===== src/rtl/timer_ctrl_pkg.sv =====
// rtl/timer_ctrl_pkg.sv - shared state encoding and default sizing for timer_ctrl
package timer_ctrl_pkg;

    typedef enum logic [1:0] {
        ST_IDLE  = 2'd0,
        ST_RUN   = 2'd1,
        ST_PAUSE = 2'd2,
        ST_DONE  = 2'd3
    } state_t;

    localparam int TICK_DIV_DEF = 50000000;
    localparam int CNT_W_DEF    = 8;

endpackage


===== src/rtl/timer_ctrl_tick_gen.sv =====
// rtl/timer_ctrl_tick_gen.sv - prescaler with enable, synchronous zero and registered wrap pulse
module tick_gen #(
    parameter int TICK_DIV = 4
) (
    input  logic clk_in,
    input  logic rst,
    input  logic i_en,
    input  logic i_zero,
    output logic o_at_wrap,
    output logic o_tick
);

    localparam int            W    = (TICK_DIV > 1) ? $clog2(TICK_DIV) : 1;
    localparam logic [W-1:0]  LAST = W'(TICK_DIV - 1);

    logic [W-1:0] r_cnt;
    logic         r_tick;

    // Combinational wrap flag lets the FSM step the count on the same edge the tick is registered.
    assign o_at_wrap = (r_cnt == LAST);
    assign o_tick    = r_tick;

    always_ff @(posedge clk_in or posedge rst) begin
        if (rst) begin
            r_cnt  <= '0;
            r_tick <= 1'b0;
        end else begin
            r_tick <= 1'b0;
            if (i_zero) begin
                r_cnt <= '0;
            end else if (i_en) begin
                if (o_at_wrap) begin
                    r_cnt  <= '0;
                    r_tick <= 1'b1;
                end else begin
                    r_cnt <= r_cnt + 1'b1;
                end
            end
        end
    end

endmodule


===== src/rtl/timer_ctrl.sv =====
// rtl/timer_ctrl.sv - start/pause/clear countdown timer stepped by a prescaled tick enable
// Optional feature: TIMER_CTRL_AUTORELOAD_EN reloads the start value on the final tick.
module timer_ctrl
    import timer_ctrl_pkg::*;
#(
    parameter int TICK_DIV = TICK_DIV_DEF,
    parameter int CNT_W    = CNT_W_DEF
) (
    input  logic             clk_in,
    input  logic             rst,
    input  logic             start,
    input  logic             pause,
    input  logic             clear,
    input  logic [CNT_W-1:0] load_val,
    output logic [CNT_W-1:0] count,
    output logic             running,
    output logic             tick,
    output logic             done
);

    state_t           r_state, w_state_next;
    logic [CNT_W-1:0] r_count, w_count_next;
    logic             r_running;
    logic             r_done, w_done_next;
    logic             w_en, w_zero, w_at_wrap;
`ifdef TIMER_CTRL_AUTORELOAD_EN
    logic [CNT_W-1:0] r_load, w_load_next;
`endif

    tick_gen #(.TICK_DIV(TICK_DIV)) u_tick_gen (
        .clk_in    (clk_in),
        .rst       (rst),
        .i_en      (w_en),
        .i_zero    (w_zero),
        .o_at_wrap (w_at_wrap),
        .o_tick    (tick)
    );

    always_ff @(posedge clk_in or posedge rst) begin
        if (rst) begin
            r_state   <= ST_IDLE;
            r_count   <= '0;
            r_running <= 1'b0;
            r_done    <= 1'b0;
`ifdef TIMER_CTRL_AUTORELOAD_EN
            r_load    <= '0;
`endif
        end else begin
            r_state   <= w_state_next;
            r_count   <= w_count_next;
            r_running <= (w_state_next == ST_RUN);
            r_done    <= w_done_next;
`ifdef TIMER_CTRL_AUTORELOAD_EN
            r_load    <= w_load_next;
`endif
        end
    end

    always_comb begin
        w_state_next = r_state;
        w_count_next = r_count;
        w_done_next  = 1'b0;
        w_en         = 1'b0;
        w_zero       = 1'b0;
`ifdef TIMER_CTRL_AUTORELOAD_EN
        w_load_next  = r_load;
`endif
        if (clear) begin
            w_state_next = ST_IDLE;
            w_count_next = '0;
            w_zero       = 1'b1;
        end else begin
            case (r_state)
                ST_IDLE, ST_DONE: begin
                    if (start) begin
                        w_zero = 1'b1;
`ifdef TIMER_CTRL_AUTORELOAD_EN
                        w_load_next = load_val;
`endif
                        if (load_val == '0) begin
                            w_state_next = ST_DONE;
                            w_count_next = '0;
                            w_done_next  = 1'b1;
                        end else begin
                            w_state_next = ST_RUN;
                            w_count_next = load_val;
                        end
                    end
                end
                default: begin
                    // RUN and PAUSE share the step path: the resuming edge counts like any RUN edge.
                    if (pause) begin
                        w_state_next = ST_PAUSE;
                    end else begin
                        w_state_next = ST_RUN;
                        w_en         = 1'b1;
                        if (w_at_wrap && (r_count != '0)) begin
                            if (r_count == CNT_W'(1)) begin
                                w_done_next = 1'b1;
`ifdef TIMER_CTRL_AUTORELOAD_EN
                                w_count_next = r_load;
`else
                                w_count_next = '0;
                                w_state_next = ST_DONE;
`endif
                            end else begin
                                w_count_next = r_count - 1'b1;
                            end
                        end
                    end
                end
            endcase
        end
    end

    assign count   = r_count;
    assign running = r_running;
    assign done    = r_done;

endmodule


===== config.mk =====
export PLATFORM = sky130hd
export DESIGN_NAME = timer_ctrl
export DESIGN_NICKNAME = d
export VERILOG_FILES = /design/src/rtl/timer_ctrl_pkg.sv /design/src/rtl/timer_ctrl_tick_gen.sv /design/src/rtl/timer_ctrl.sv
export SDC_FILE = /design/constraint.sdc
export NUM_CORES = 1
export LEC_CHECK = 0
export BUFFER_PORTS_ARGS = -buffer_cell sky130_fd_sc_hd__buf_2
export CORE_ASPECT_RATIO = 0.9
export CORE_MARGIN = 3
export CORE_UTILIZATION = 53
export DETAILED_ROUTE_END_ITERATION = 8
export HOLD_SLACK_MARGIN = 0.1
export PLACE_DENSITY = 0.81
export SYNTH_ARGS = -nofsm -noshare
export SYNTH_HDL_FRONTEND = slang
export SYNTH_SLANG_ARGS = --single-unit

===== constraint.sdc =====
create_clock -name clk_in -period 2.5 [get_ports clk_in]
set_input_delay 0.375 -clock clk_in [delete_from_list [all_inputs] [get_ports clk_in]]
set_output_delay 0.375 -clock clk_in [all_outputs]
set_load 0.05 [all_outputs]

# Word level (Yosys, flattened, before mapping)
# Index checks and enable logic that the tools add are counted.
[classes]
n_reduce_logical = 8
add_sub_neg = 2
n_mux = 33
n_eq_ne = 6
[op_table]
columns = ["cell", "count"]
rows = [
  ["two-way mux 26 bit", 3],
  ["two-way mux 8 bit", 7],
  ["adder 26 x 1 -> 26 bit (second input constant)", 1],
  ["== test 26 bit (second input constant)", 1],
  ["two-way mux 1 bit", 16],
  ["two-way mux 2 bit", 7],
  ["== test 8 x 1 -> 1 bit (second input constant)", 1],
  ["logical NOT 8 bit", 1],
  ["nonzero test 8 bit", 1],
  ["subtractor 8 x 1 -> 8 bit (second input constant)", 1],
  ["inequality test 3 x 1 -> 1 bit (second input constant)", 1],
  ["inequality test 3 bit (second input constant)", 1],
  ["AND reduction 3 bit", 1],
  ["nonzero test 3 bit", 1],
  ["== test 2 x 1 -> 1 bit (second input constant)", 1],
  ["== test 2 bit (second input constant)", 1],
  ["logical NOT 2 bit", 1],
  ["nonzero test 2 bit", 1],
  ["OR reduction 2 bit", 1],
  ["logical AND 1 bit", 1],
]
[word_totals]
regBits = 39
elab_cells = 55

# Depth between registers and ports, before layout
[logic_depth]
ltp_word = 7
ltp_mapped = 8
depth_no_buf = 7

# Modules after synthesis
# A second synthesis with hierarchy kept.
[hier_totals]
hier_cells = 284
hier_area_um2 = 2557.5
[modules_own_cells]
columns = ["module", "seq_area_each_um2", "instances", "area_per_inst_um2", "cells_each"]
rows = [
  ["tick_gen", 675.6, 1, 1649.1, 185],
  ["timer_ctrl", 300.3, 1, 908.4, 99],
]

# Least setup slack after synthesis
# OpenSTA, ideal clock, no wires.
[synth_path]
path_kind = "reg-to-reg"
start = "reg r_count[0], in the netlist count[0]"
end = "reg r_count[2], in the netlist count[2]"
setup_ps = 125
t_arrival_ps = 2478
path_buffers = 0
stages_incl_launch_ff = 8
path_slack_ps = -103
path_cell_list = "dfrtp_1 -> inv_1 -> ha_1 -> or3b_2 -> or3_1 -> nor4b_1 -> or2_2 -> mux2_2"
[synth_via]
elab_chain_cells = 6
elab_cells_between_ends = 11
cone_classes = "1 x add/sub; 1 x eq/ne; 5 x mux; 4 x reduce/logical"
[synth_rtl]
columns = ["element", "line_no", "source"]
rows = [
  ["start: declaration", "timer_ctrl.sv:22", "logic [CNT_W-1:0] r_count, w_count_next;"],
  ["start signal: assignment", "timer_ctrl.sv:50", "r_count <= w_count_next;"],
  ["subtractor 8 x 1 -> 8 bit / == test 8 x 1 -> 1 bit (equally long branches)", "timer_ctrl.sv:107, timer_ctrl.sv:98", ""],
  ["two-way mux 8 bit", "timer_ctrl.sv:98", "if (r_count == CNT_W'(1)) begin"],
  ["two-way mux 8 bit", "timer_ctrl.sv:97", "if (w_at_wrap && (r_count != '0)) begin"],
  ["two-way mux 8 bit", "timer_ctrl.sv:92", "if (pause) begin"],
  ["two-way mux 8 bit", "timer_ctrl.sv:73", "case (r_state)"],
  ["two-way mux 8 bit", "timer_ctrl.sv:68", "if (clear) begin"],
]
# Parallel ways exist; a longest one is shown, timed or not. The select of a mux whose other input is x is not followed.
# A chain may end at the register's enable or synchronous reset.

# Worst setup path in the final report
# Same ends and word-level chain as after synthesis.

==> out/results.txt <==
Outcome - finished, final reports clean
Post-synth EDFFs - 0
I/O Pins - 24
Post-CTS Hold Buffers - 0
IO buf count - 23
First-pass GRT wire length - 8.94 mm
Floorplan Core Area - 0.00413 mm^2
Worst slack at placement - 0.0526 ns
Die width - 75.6 um
Dominant synthesized flop cell - dfrtp_1
Pin count of the biggest net entering global routing - 40
Vias per inst - 6.16
Remaining global-route overflow - 0
Final #Nets - 303
Dpl hpwl - 3.86 mm
LEAKAGE - 1.07 nW
Post-synth top area share - 42.2%
Synth Warn # - 0
Root buf cell - clkbuf_8
Rows - 22
Fin cells - 336
Die area - 0.00519 mm^2
Clock transition at the registers of the reported paths - 0.08 ns
Slew @ Worst Pin - 0.500 ns
Vias in the first global route - 1916
Clk_skew - 0.0104 ns
Drt first-iter violations - 192
Number of fill cells - 350
Share of layout cells above drive strength 1 - 20.5%
Min cycle time layout - 2.39 ns
Hold Path Class - input pin to async pin
CTS max path bufs - 2
CP Class - flop to flop
Die Y - 68.6 um
Final WL - 5.30 mm
Total Routing Usage GR - 22.6%
Routed wire length per instance - 15.8 um
F_max - 419 MHz
DRC violations left - 0
TritonCTS Buffers - 5
N_diodes - 0
Sequential cell area fraction in the yosys report - 42.2%
Post-synthesis area per instance - 9.06 um^2
Final worst setup slack - 0.113 ns
Mapped Cells - 255
Flops & latches, synth - 39
Area growth syn-to-layout - 14.1%
Post-synth top area cell - dfrtp_1
Startpoint Class - flop
Setup TNS - 0 ns
Initial Util - 56.0%
# setup viols final - 0
CTS tree - done
Post-route ant nets - 0
CP Capture Type - flop
Required @ worst endpoint - 2.68 ns
Pre-antenna DRT Iters - 4
Mapped Nets - 271
Top-count cell post-synth - dfrtp_1
Total number of vias - 2070
Cell area power density - 625 mW/mm^2
Inst Count DP - 328
Initial antenna violation count - 0
Htree depth - 2
CP Data Arrival Time - 2.57 ns
Final GP Congestion - 0.910
Max-slew headroom - 66.6%
Max Slew Vio Count - 0
TritonCTS Sinks - 39
CP Max Fanout - 5
Distinct cell type count after synthesis - 45
Final Hold Viols - 0
Post-synth top cells - dfrtp_1, nor2_1, xnor2_1
Final period utilization - 95.5%
Clock latency on the worst-skew pair - 0.30 ns
VDD IR-drop max - 464 uV
Max-cap viol count - 0
Ranking of synthesized cells by area - dfrtp_1, xnor2_1, nor2_1
Asr flop ratio synth - 100%
Synth Cell Area - 0.00231 mm^2
RSZ-0062 raised after global routing - no
Worst reg-to-reg setup slack - 0.11 ns
## power breakdown
part,switching [mW],total (mW),internal (mW)
clock network,0.225,0.416,0.191
logic,0.338,0.523,0.185
registers,0.0413,0.710,0.669
total,0.604,1.65,1.04
## registers in the layout (all words and copies together), names as in the netlist
signal and flops:
u_tick_gen.o_tick 1, count 8, u_tick_gen.r_cnt 26, done 1, r_state 2, running 1
## per-layer routing
metal  share of wire (%)  global-route usage [%]  vias up
li1                    -                       -      999
met1                  49                    33.4     1012
met2                  45                    32.7       52
met3                 4.8                    5.51        7
met4                 1.3                    6.55        0
met5                   0                       0        -
## kinds of logic (layout without fill, tap and decap cells)
family	count (synthesis)	in the layout	share of synthesized area (%)
and+or+nand+nor	134	134	31.9
DFF	39	39	42.2
AOI/OAI and AO/OA	34	34	10.1
xor gates and xnor gates	24	24	9.10
buffers and inverters	17	50	2.87
muxes	4	4	2.11
adders and majority gates	3	3	1.62
## final timing paths
| path | from | endpoint | cells past startpoint |
|---|---|---|---|
| max | count[0]$_DFFE_PP0P_ | count[2]$_DFFE_PP0P_ | 7 |
| min | rst | u_tick_gen.r_cnt[10]$_DFFE_PP0P_ | 3 |
| max reg2reg | count[0]$_DFFE_PP0P_ | count[2]$_DFFE_PP0P_ | 7 |
| min reg2reg | u_tick_gen.r_cnt[5]$_DFFE_PP0P_ | u_tick_gen.r_cnt[5]$_DFFE_PP0P_ | 2 |
| max in group asynchronous | rst | count[1]$_DFFE_PP0P_ | 3 |
| min in group clk_in | pause | r_state[0]$_DFF_PP0_ | 2 |
## final cells by class
| cell class | instances | area, um^2 | share of cell area [%] |
|---|---|---|---|
| clock buffer | 5 | 68.8 | 2.61 |
| clock inverter | 3 | 15.0 | 0.569 |
| inverter | 6 | 22.5 | 0.854 |
| multi-input combinational | 199 | 1280 | 48.5 |
| sequential | 39 | 978 | 37.1 |
| tap | 48 | 60.1 | 2.28 |
| timing repair buffer | 36 | 213 | 8.06 |
## critical path, cell delays in order, from the launching register on
cell and delay [ns]:
dfrtp_2 0.43, inv_1 0.10, ha_2 0.21, or3b_2 0.46, or3_1 0.34, nor4b_2 0.20, or2_4 0.26, mux2_2 0.28
## placed cells by master, fill, tap and decap left out, types with 7 or more instances in the layout
master   Yosys  routed
buf_4        0      13
nor3_1      18      18
nand3_1      8       8
dfrtp_1     39      37
xnor2_1     22      22
nand4_1      7       7
buf_2        2      23
nor2_1      32      32
a21oi_1      7       7
nand2_1     19      19
## repair_timing
| item | in CTS | in global routing |
|---|---|---|
| gates resized for setup | 0 | 3 |
| buffers inserted | 0 | 0 |
| hold endpoints to repair | 0 | 0 |
| setup endpoints to repair | 0 | 2 |
## per-stage QoR
step	power [mW]	hold slack, ns	area, um^2	utilization [%]
after global placement	1.23	0.519	2540	61.6
after global routing	1.73	0.226	2640	63.9
after detailed placement	1.24	0.519	2540	61.6
after floorplan	1.08	0.489	2310	-
after CTS	1.64	0.209	2630	63.6
final	1.65	0.192	2640	63.9
(Power assumes the default switching activity.)
